$ cat src/rtl/ether_mac_tx_param.sv
// MII nibble transmitter: preamble/SFD, buffered payload zero-padded to MIN_WORDS, CRC-32 FCS, inter-frame gap.
// Latency: first o_tx_en cycle is one clock after the send-request rising edge; buffer words are sampled one cycle after their address.
// Backpressure: none; the buffer must keep pace, requests outside IDLE are dropped, i_abort truncates the frame into the gap.
module ether_mac_tx_param #(
  parameter int DATA_W    = 16,
  parameter int LEN_W     = 10,
  parameter int MIN_WORDS = 30,
  parameter int IFG_NIB   = 24
) (
  input  logic              i_clk,
  input  logic              i_rst_n,
  input  logic              i_send_irq,
  input  logic [LEN_W-1:0]  i_length,
  input  logic              i_abort,
  input  logic [DATA_W-1:0] i_data,
  output logic [LEN_W-1:0]  o_data_addr,
  output logic              o_tx_en,
  output logic [3:0]        o_txd,
  output logic              o_busy,
  output logic              o_send_done,
  output logic              o_abort_err,
  output logic              o_renew_pkg
);

  localparam int NPW   = DATA_W / 4;
  localparam int NIB_W = $clog2(NPW);
  localparam int CNT_W = $clog2(((IFG_NIB > 16) ? IFG_NIB : 16) + 1);

  localparam logic [2:0] IDLE = 3'd0;
  localparam logic [2:0] PRE  = 3'd1;
  localparam logic [2:0] DATA = 3'd2;
  localparam logic [2:0] FCS  = 3'd3;
  localparam logic [2:0] IFG  = 3'd4;

  localparam logic [31:0] CRC_POLY = 32'hEDB8_8320;
  localparam logic [31:0] CRC_INIT = 32'hFFFF_FFFF;

  // Each register holds what is on the wire right now; the *_nx values are
  // what the next edge will register alongside the state move.
  logic [2:0]       state, state_nx;
  logic [CNT_W-1:0] cnt, cnt_nx;
  logic [NIB_W-1:0] nib, nib_nx;
  logic [LEN_W-1:0] word_idx, word_nx;
  logic [LEN_W-1:0] eff_len, eff_nx;
  logic [LEN_W-1:0] raw_len, raw_nx;
  logic [LEN_W-1:0] addr_nx;
  logic [31:0]      sr, sr_nx;
  logic [31:0]      crc, crc_nx;
  logic             tx_en_nx;
  logic [3:0]       txd_nx;
  logic             done_nx;
  logic             abort_nx;

  // Request edge detection; armed blocks a request held high through reset
  // from looking like a fresh edge once reset is released.
  logic irq_d;
  logic armed;
  logic rise;

  // Word-load helpers shared by the PRE->DATA and word-to-word transitions.
  logic             load;
  logic [LEN_W-1:0] ld_idx;
  logic [31:0]      ld_word;
  logic [31:0]      fcs_word;

  assign rise = i_send_irq & ~irq_d & armed;

  // Reflected CRC-32 advanced by one nibble, least-significant bit first.
  function automatic logic [31:0] crc_nib(input logic [31:0] c, input logic [3:0] d);
    logic [31:0] r;
    r = c;
    for (int i = 0; i < 4; i++) begin
      r = (r >> 1) ^ (((r[0] ^ d[i]) != 1'b0) ? CRC_POLY : 32'h0);
    end
    return r;
  endfunction

  // Next-state and next-output decode for the frame sequencer.
  always_comb begin
    state_nx = state;
    cnt_nx   = cnt;
    nib_nx   = nib;
    word_nx  = word_idx;
    eff_nx   = eff_len;
    raw_nx   = raw_len;
    addr_nx  = o_data_addr;
    sr_nx    = sr;
    crc_nx   = crc;
    tx_en_nx = 1'b0;
    txd_nx   = 4'h0;
    done_nx  = 1'b0;
    abort_nx = 1'b0;
    load     = 1'b0;
    ld_idx   = '0;
    ld_word  = '0;
    fcs_word = ~crc;

    case (state)
      IDLE: begin
        if (rise) begin
          state_nx = PRE;
          cnt_nx   = '0;
          eff_nx   = (i_length < LEN_W'(MIN_WORDS)) ? LEN_W'(MIN_WORDS) : i_length;
          raw_nx   = i_length;
          addr_nx  = '0;
          crc_nx   = CRC_INIT;
          tx_en_nx = 1'b1;
          txd_nx   = 4'h5;
        end
      end

      PRE: begin
        if (cnt == CNT_W'(15)) begin
          state_nx = DATA;
          load     = 1'b1;
          ld_idx   = '0;
        end else begin
          cnt_nx   = cnt + CNT_W'(1);
          tx_en_nx = 1'b1;
          txd_nx   = (cnt == CNT_W'(14)) ? 4'hD : 4'h5;
        end
      end

      DATA: begin
        if (nib == NIB_W'(NPW - 1)) begin
          if (word_idx == eff_len - LEN_W'(1)) begin
            // CRC already covers the nibble on the wire now.
            state_nx = FCS;
            cnt_nx   = '0;
            tx_en_nx = 1'b1;
            txd_nx   = fcs_word[3:0];
            sr_nx    = fcs_word >> 4;
          end else begin
            load   = 1'b1;
            ld_idx = word_idx + LEN_W'(1);
          end
        end else begin
          nib_nx   = nib + NIB_W'(1);
          tx_en_nx = 1'b1;
          txd_nx   = sr[3:0];
          sr_nx    = sr >> 4;
          crc_nx   = crc_nib(crc, sr[3:0]);
        end
      end

      FCS: begin
        if (cnt == CNT_W'(7)) begin
          state_nx = IFG;
          cnt_nx   = '0;
          done_nx  = 1'b1;
        end else begin
          cnt_nx   = cnt + CNT_W'(1);
          tx_en_nx = 1'b1;
          txd_nx   = sr[3:0];
          sr_nx    = sr >> 4;
        end
      end

      IFG: begin
        if (cnt == CNT_W'(IFG_NIB - 1)) begin
          state_nx = IDLE;
        end else begin
          cnt_nx = cnt + CNT_W'(1);
        end
      end

      default: begin
        state_nx = IDLE;
      end
    endcase

    // Start of a word: sample the buffer, emit its low nibble, move the
    // address on (clamped so it never runs past the last word).
    if (load) begin
      word_nx  = ld_idx;
      nib_nx   = '0;
      if (ld_idx < raw_len) begin
        ld_word[DATA_W-1:0] = i_data;
      end
      tx_en_nx = 1'b1;
      txd_nx   = ld_word[3:0];
      sr_nx    = ld_word >> 4;
      crc_nx   = crc_nib(crc, ld_word[3:0]);
      addr_nx  = ((ld_idx + LEN_W'(1)) < eff_len) ? (ld_idx + LEN_W'(1)) : (eff_len - LEN_W'(1));
    end

    // Abort overrides whatever the active states planned.
    if (i_abort && ((state == PRE) || (state == DATA) || (state == FCS))) begin
      state_nx = IFG;
      cnt_nx   = '0;
      tx_en_nx = 1'b0;
      txd_nx   = 4'h0;
      done_nx  = 1'b0;
      abort_nx = 1'b1;
    end
  end

  // State, datapath and registered outputs.
  always_ff @(posedge i_clk or negedge i_rst_n) begin
    if (!i_rst_n) begin
      state       <= IDLE;
      cnt         <= '0;
      nib         <= '0;
      word_idx    <= '0;
      eff_len     <= '0;
      raw_len     <= '0;
      sr          <= '0;
      crc         <= CRC_INIT;
      irq_d       <= 1'b0;
      armed       <= 1'b0;
      o_data_addr <= '0;
      o_tx_en     <= 1'b0;
      o_txd       <= 4'h0;
      o_busy      <= 1'b0;
      o_send_done <= 1'b0;
      o_abort_err <= 1'b0;
      o_renew_pkg <= 1'b0;
    end else begin
      state       <= state_nx;
      cnt         <= cnt_nx;
      nib         <= nib_nx;
      word_idx    <= word_nx;
      eff_len     <= eff_nx;
      raw_len     <= raw_nx;
      sr          <= sr_nx;
      crc         <= crc_nx;
      irq_d       <= i_send_irq;
      armed       <= armed | ~i_send_irq;
      o_data_addr <= addr_nx;
      o_tx_en     <= tx_en_nx;
      o_txd       <= txd_nx;
      o_busy      <= (state_nx != IDLE);
      o_send_done <= done_nx;
      o_abort_err <= abort_nx;
      o_renew_pkg <= (state == IDLE);
    end
  end

endmodule

$ cat config.mk
export PLATFORM = sky130hd
export DESIGN_NAME = ether_mac_tx_param
export DESIGN_NICKNAME = d
export VERILOG_FILES = /design/src/rtl/ether_mac_tx_param.sv
export SDC_FILE = /design/constraint.sdc
export NUM_CORES = 1
export LEC_CHECK = 0
export ABC_AREA = 0
export CAP_MARGIN = 20
export CORE_MARGIN = 4
export CORE_UTILIZATION = 40
export DETAILED_ROUTE_END_ITERATION = 10
export PLACE_DENSITY = 0.66
export SYNTH_ARGS = -nofsm -noshare
export SYNTH_HDL_FRONTEND = slang
export SYNTH_SLANG_ARGS = --single-unit
$ cat constraint.sdc
create_clock -name i_clk -period 6.19 [get_ports i_clk]
set_input_delay 1.857 -clock i_clk [delete_from_list [all_inputs] [get_ports i_clk]]
set_output_delay 1.857 -clock i_clk [all_outputs]
set_load 0.1 [all_outputs]
# == Yosys cells after proc, flatten, opt, wreduce, memory -nomap -nowiden ==
# Cells that the tools add are included.
# totals
regBits,125
inputBits,30
output_inout_bits,19
elab_cells,155
# classes
add_sub_neg,5
n_lt_le_gt_ge,3
eq_ne,20
muxes,71
bitwise,22
n_reduce_logical,17
# op_table
operator,n
$mux 32,15
$xor 31x32->32,8
$pmux 32 s2,2
$mux 10,8
$mux 5,7
$mux 16,2
$not 32->32,1
$mux 4,7
$pmux 5 s5,1
$mux 3,8
$add 10x1->10 const B,2
$lt 10x10->1,2
$pmux 4 s4,1
$ne 3x3->1 const B,5
$pmux 3 s5,1
$mux 1,14
$eq 10x10->1,1
$eq 5x4->1 const B,2
$lt 10x5->1 const B,1
$sub 10x1->10 const B,1
$ne 3x2->1 const B,3
$reduce_bool 3->1,3
$xor 1x1->1,8
$eq 3x2->1 const B,2
other kinds (23),33

# == Longest topological paths before layout ==
# Gate-level depths: netlist (run 1).
# depth
word_depth,21
depth_mapped,24
ltp_nobuf,21

# == Worst setup path after synthesis (run 1) ==
# No wires, ideal clock.
# synth_path
path_kind,register to register
startpoint,register eff_len[0]
endpoint,register o_data_addr[1]
setup_ns,0.095
t_arrival_ns,5.003
required_ns,6.095
path_slack_ns,1.092
stages_incl_launch_ff,25
n_path_buf,3
period_less_slack_ns,5.098
path_cell_list,dfrtp_1 > buf_2 > inv_1 > ha_1 > nor3b_4 > xnor2_1 > a2111oi_4 > o2111ai_2 > o21ai_0 > clkbuf_1 > nor2_1 > ha_1 > nand2_1 > nor3_1 > xor2_1 > ha_1 > a21o_1 > a21o_1 > a21o_1 > a21o_1 > a21o_1 > a221o_1 > buf_1 > and2_1 > o31ai_1
# synth_via
elab_chain_len,9
word_cells_on_any_way,15
classes_between,add/sub: 2; order compare: 1; eq/ne: 1; mux: 8; reduce/logical: 3
# synth_rtl
item,line,text
"start, declared",44,"logic [LEN_W-1:0] eff_len, eff_nx;"
"start signal, assigned",223,eff_len <= eff_nx;
$sub 10x1->10 *,126,if (word_idx == eff_len - LEN_W'(1)) begin
$eq 10x10->1 *,126,
$mux 10 *,126,
$mux 10 *,125,if (nib == NIB_W'(NPW - 1)) begin
$mux 10 *,-,
named net ld_idx[0],62,logic [LEN_W-1:0] ld_idx;
$add 10x1->10 *,184,addr_nx = ((ld_idx + LEN_W'(1)) < eff_len) ? (ld_idx + LEN_W'(1)) : (eff_len - LEN_W'(1));
$lt 10x10->1,184,
$mux 10 *,184,
$mux 10 *,174,if (load) begin
"end signal, assigned",229,o_data_addr <= addr_nx;
"end, declared",16,"output logic [LEN_W-1:0] o_data_addr,"
# Mark *: on every way through the listed nets, which the timed path passes. The rest lies on a longest branch.
# A chain may end at the register's enable or synchronous reset.

# == Worst setup path in the final report (run 1) ==
# layout_path
startpoint,register eff_len[0]
endpoint,register o_data_addr[3]
# The elaborated chain is that of the path after synthesis.

==> flow_metrics.tcl, run 1 <==
set metrics [dict create \
    cp_data_required_time_ns 6.52 \
    crit_path_start_kind "flip-flop" \
    first_pass_iters 5 \
    place_area_um2 8400 \
    fin_tns_setup_ns 0 \
    max-cap-violations 0 \
    worstHoldEndpoint "armed" \
    synth_edf_count 0 \
    synth_top_cell_by_area "dfrtp_1" \
    clock_path_buffers 2 \
    row_count 50 \
    antenna_found_initial 1 \
    cts_tree "yes" \
    grt-ovfl-total 0 \
    hold_path_startpoint "armed" \
    clkSlewWorstSetupHoldPaths_ns 0.06 \
    start_util_pct 41.1 \
    grt_pass1_wl_um 34100 \
    timing_hold_violations_final 0 \
    path_cells "inv_1, ha_1, nor3b_4, xnor2_1, a2111oi_4, o2111ai_2, or2_2, and3_1, ha_1, nand2_1, nor3_1, xor2_1, ha_1, a21o_1, a21o_1, a21o_1, a21o_1, a21o_1, a221o_1, and3_1, o31ai_1" \
    cts_root_buffer "clkbuf_16" \
    final_nets 949 \
    stdcell_area_um2 9070 \
    synth_area_leaders "dfrtp_1 29%, dfstp_2 11%, xnor2_1 5.6%" \
    yosys.cell_types.count 75 \
    hpwl_um 14700 \
    port_buffers 48 \
    insertion_delay_ns 0.42 \
    core_area_um2 18900 \
    holdBufCountCts 0 \
    hold-path-cell-count 1 \
    dpl.cell_count 1135 \
    drive_gt1_share_pct 12.0 \
    worstSetupPathType "reg2reg" \
    max_slew_margin_pct 33.7 \
    maxSlewViolCount 0 \
    rsz0062_at_grt "false" \
    n_fill_cell 1817 \
    synth-seq-cells 121 \
    gp_congestion 0.928 \
    cts_inserted_buffers 17 \
    finalNonFillerCells 1168 \
    htree_levels 4 \
    drtIter0Drc 579 \
    wl_per_cell_um 17.7 \
    multi_input_area_um2 4330 \
    ant_nets 0 \
    clock_skew_ns 0.00935 \
    vias 6543 \
    regToRegEndpoint "o_data_addr[3]" \
    synth_ff_type "dfrtp_1" \
    synth_fp_nets 932 \
    yosys-top-cells-count "116 x nor2_1, 89 x dfrtp_1, 72 x nand2_1" \
    setup_viol 0 \
    final.min_clock_period_ns 5.57 \
    critPathArrivalTime_ns 5.90 \
    die_area_um2 21700 \
    clock.fmax_mhz 179 \
    fp.dieW_um 147 \
    r2r_start "eff_len[0]" \
    r2r_slack_ns 0.62 \
    synth_top_area_share_pct 28.7 \
    slowest_delay_ns 0.53 \
    yosysMostFrequentCell "nor2_1" \
    grt_pass1_vias 6271 \
    boundaryPins 49 \
    power_leakage_uw 0.00385 \
    diodes 0 \
    vias_per_cell 5.60 \
    synth-seq-area-share_pct 39.5 \
    avgSynthCellArea_um2 8.85 \
    drc 0 \
    wirelength_um 20600 \
    die_h_um 147 \
    ys_warn_count 0 \
    area_growth_pct 16.7 \
    regArea_um2 3070 \
    outcome "complete, no violations" \
    ir_drop_v 0.000198 \
    hold_path_class "reg2reg" \
    grt_max_degree 53 \
    crit_top_cell "a21o_1" \
    finalPower_uw 3750 \
    cts_resized 0 \
    period_share_pct 90.0 \
    synth_area_um2 7770 \
    timing.hold.ws_ns 0.466 \
    crit_slowest_cell "a221o_1" \
    clock_sinks 121 \
    tightest_slew_ns 0.991 \
    track_usage_pct 19.6 \
    cts_setup_buffers 0 \
    postSynthCellCount 878 \
    synthArstFlopShare_pct 100 \
    cellPowerDensity_nw_per_um2 414 \
    end_kind "flip-flop" \
    crit_fanout 13 \
    reg2reg_depth 21 \
]
## flip-flops by register name, summed over array words and instances (netlist names), 2 cells and up
name and flops:
word_idx 10, crc 32, cnt 5, nib 2, o_data_addr 10, raw_len 10, eff_len 10, sr 28
o_txd 4, state 3
## worst max-delay path: cells and delay by family (launching register included)
| family | cells | cell delay [ns] |
|---|---|---|
| flip-flops | 1 | 0.48 |
| AO/OA/AOI/OAI | 9 | 2.22 |
| buffers and inverters | 1 | 0.12 |
| adder cells (fa/ha/maj) | 3 | 0.69 |
| AND/OR/NAND/NOR | 6 | 1.54 |
| XOR/XNOR | 2 | 0.39 |
## final cells by class
cell class,count,area share (%)
timing repair buffer,61,6.54
multi-input combinational,664,47.7
sequential,121,33.8
clock buffer,21,5.19
inverter,30,1.24
clock inverter,11,1.86
tap,260,3.59
## through the flow
step | setup slack, ns | utilization [%]
final | 0.618 | 48.0
after detailed placement | 0.646 | 44.5
after global placement | 0.774 | 44.5
after CTS | 0.641 | 47.9
after floorplan | 1.09 | -
after global routing | 0.156 | 48.0
## report_power, final
group / internal, µW / switching [µW]
registers: 1040 / 255
logic: 549 / 834
clock network: 704 / 364
## per-layer routing
layer	share of wire [%]	GRT usage, %
met5	0	0
met4	2.2	6.90
met3	5.9	4.41
met2	43	28.5
met1	49	28.7
## worst max path at each step
stage / start / endpoint / slack, ns / cells after the start
6_report: eff_len[0] / o_data_addr[3] / 0.62 / 21
3_5_place_dp: eff_len[0] / o_data_addr[3] / 0.65 / 21
4_1_cts: eff_len[0] / o_data_addr[3] / 0.64 / 21
3_3_place_gp: eff_len[0] / o_data_addr[3] / 0.77 / 21
2_1_floorplan: eff_len[0] / o_data_addr[1] / 1.09 / 24
5_1_grt: eff_len[0] / o_data_addr[3] / 0.16 / 21
## cells in the final DEF, fill, tap and decap left out, drive strengths merged, types with 10 or more instances in the layout
master / count
o21ai: 41
xnor2: 51
dfrtp: 89
a21oi: 68
nand3: 21
dfstp: 32
mux2i: 12
and2: 11
buf: 13
ha: 24
clkdlybuf4s50: 47
a21o: 22
nand2: 72
nand2b: 10
inv: 30
a31oi: 18
nor2: 116
clkbuf: 22
nor3: 20
xor2: 40
o31ai: 20
## cells by family (layout without fill, tap and decap cells)
logic type | Yosys count | count (layout) | synth area share (%)
buffers and inverters | 93 | 123 | 5.01
xor gates and xnor gates | 92 | 92 | 10.6
DFF | 121 | 121 | 39.5
AOI/OAI and AO/OA | 237 | 237 | 20.6
adders and majority gates | 24 | 24 | 3.87
and+or+nand+nor | 294 | 294 | 18.1
muxes | 17 | 17 | 2.27
(Power assumes the default switching activity.)
==> inputs of run 2 (changes only) <==
ABC_AREA = 1   (was 0)
CELL_PAD_IN_SITES_DETAIL_PLACEMENT = 1   (was not set)
CELL_PAD_IN_SITES_GLOBAL_PLACEMENT = 1   (was not set)
PLACE_DENSITY = 0.83   (was 0.66)
==> run 2 against run 1 <==
Effect of this change: worst hold slack lost 0.024 ns; highest routed layer unchanged; global-route usage grew 5.4 points; critical path type unchanged; clock skew grew 0.0015 ns; clock power shrank 9%; largest cell class unchanged; final cell count grew 28%.
==> flow_metrics.tcl, run 2 <==
set metrics [dict create \
    vias 8067 \
    yosys.area_share.simple_pct 30.9 \
    cts_setup_buffers 0 \
    top_register "crc" \
    wirelength_um 27500 \
    regArea_um2 3070 \
    drtIter0Drc 438 \
    ir_drop_v 0.000379 \
    crit_path_start_kind "flip-flop" \
    max_slew_margin_pct 33.0 \
    crit_fanout 13 \
    track_usage_pct 25.0 \
    synthXorXnorAreaFrac_pct 2.57 \
    synth_ff_type "dfrtp_1" \
    synth_fp_nets 1230 \
    cts_tree "yes" \
    synth_top_cell_by_area "dfrtp_1" \
    synthArstFlopShare_pct 100 \
    critPathArrivalTime_ns 5.29 \
    yosys.cell_types.count 52 \
    hpwl_um 20100 \
    crit_top_cell "nand2_1" \
    place_area_um2 8880 \
    first_pass_iters 5 \
    outcome "complete, no violations" \
    n_fill_cell 2637 \
    finalPower_uw 3780 \
    synth-seq-area-share_pct 37.5 \
    avgSynthCellArea_um2 6.95 \
    clock_skew_ns 0.0108 \
    power_leakage_uw 0.00453 \
    crit_slowest_cell "dfrtp_1" \
    cp_num_buf_inv 4 \
    grt_pass1_wl_um 44700 \
    end_kind "flip-flop" \
    boundaryPins 49 \
    synth_edf_count 0 \
    multi_input_area_um2 4340 \
    dpl.cell_count 1461 \
    timing_hold_violations_final 0 \
    row_count 52 \
    tightest_slew_ns 1.00 \
    cts_inserted_buffers 17 \
    drc 0 \
    final_common_cell "nand2_1" \
    rsz0062_at_grt "false" \
    vias_per_cell 5.40 \
    synth_top_area_share_pct 27.2 \
    stdcell_area_um2 9450 \
    synth_compound_area_share_pct 15.9 \
    synth-seq-cells 121 \
    insertion_delay_ns 0.42 \
    clock.fmax_mhz 201 \
    grt_pass1_vias 8225 \
    clock_sinks 121 \
    drive_gt1_share_pct 10.9 \
    antenna_found_initial 0 \
    largest_reg_flops 32 \
    max-cap-violations 0 \
    postSynthCellCount 1176 \
    hold_path_class "reg2reg" \
    synthMuxAreaShare_pct 0 \
    cts_resized 0 \
    start_util_pct 40.5 \
    timing.hold.ws_ns 0.442 \
    ant_nets 0 \
    final_cell_mix "333 x nand2_1, 145 x inv_1, 127 x o21ai_0" \
    area_growth_pct 15.6 \
    holdBufCountCts 0 \
    cts_root_buffer "clkbuf_16" \
    synth_area_um2 8170 \
    period_share_pct 80.5 \
    grt_max_degree 86 \
    htree_levels 4 \
    fp.dieW_um 151 \
    largestRegisters "crc (32), sr (28)" \
    synth_area_leaders "dfrtp_1 27%, nand2_1 15%, dfstp_2 10%" \
    clkSlewWorstSetupHoldPaths_ns 0.06 \
    cp_top_family "simple AND/OR/NAND/NOR gates" \
    slowest_delay_ns 0.50 \
    final.min_clock_period_ns 4.99 \
    maxSlewViolCount 0 \
    wl_per_cell_um 18.4 \
    setup_viol 0 \
    synth_fa_ha_area_share_pct 3.67 \
    ys_warn_count 0 \
    port_buffers 48 \
    synth_top_family_by_area "simple AND/OR/NAND/NOR gates" \
    worstSetupPathType "reg2reg" \
    cp_data_required_time_ns 6.50 \
    grt-ovfl-total 0 \
    core_area_um2 20200 \
    yosys-top-cells-count "333 x nand2_1, 145 x inv_1, 127 x o21ai_0" \
    cellPowerDensity_nw_per_um2 400 \
    final_nets 1264 \
    die_area_um2 22800 \
    clock_path_buffers 2 \
    fin_tns_setup_ns 0 \
    gp_congestion 0.938 \
    diodes 0 \
    yosysMostFrequentCell "nand2_1" \
    die_h_um 151 \
    finalNonFillerCells 1493 \
]
## run 2: stage by stage
stage | setup slack (ns) | utilization, %
after floorplan | 2.31 | -
after global placement | 1.46 | 44.0
after detailed placement | 1.32 | 44.0
after CTS | 1.31 | 46.9
after global routing | 0.804 | 46.9
final | 1.20 | 46.9
## run 2: layer usage
metal / global-route usage (%) / vias up / part of all wire, %
met5: 0 / - / 0
met4: 7.21 / 0 / 1.9
met3: 4.37 / 41 / 4.5
met2: 39.1 / 179 / 45
met1: 35.5 / 3964 / 48
li1: - / 3883 / -
## run 2: path summary, 6_finish.rpt
kind / from / slack (ns) / cells after the start / to
min reg2reg: armed / 0.44 / 2 / armed
min: armed / 0.44 / 2 / armed
max reg2reg: eff_len[0] / 1.20 / 27 / o_data_addr[3]
max: eff_len[0] / 1.20 / 27 / o_data_addr[3]
min in group asynchronous: i_rst_n / 1.50 / 1 / eff_len[6]
max in group asynchronous: i_rst_n / 3.80 / 2 / crc[3]
## run 2: logic make-up (layout without fill, tap and decap cells)
logic type / count (synthesis) / after routing
adder cells (fa/ha/maj): 24 / 24
AO/OA/AOI/OAI: 238 / 238
AND/OR/NAND/NOR: 575 / 575
buffers and inverters: 194 / 241
flip-flops: 121 / 121
XOR/XNOR: 24 / 24
## run 2: tightest hold or removal path, cell delays in order (launching register included)
cell	delay (ns)
dfrtp_1	0.32
inv_1	0.05
nand2_1	0.04
## run 2: cell type report
type                       instances  share of cell area (%)
inverter                         151                    6.02
sequential                       121                    32.5
timing repair buffer              58                    5.98
tap                              270                    3.57
clock inverter                    13                    1.27
multi-input combinational        861                    45.9
clock buffer                      19                    4.79
## run 2: report_power, final
group          leakage (µW)  total [µW]  switching, µW  internal, µW
Clock              0.000264         979            404           575
Combinational       0.00280        1660           1200           463
Sequential          0.00146        1130            151           983
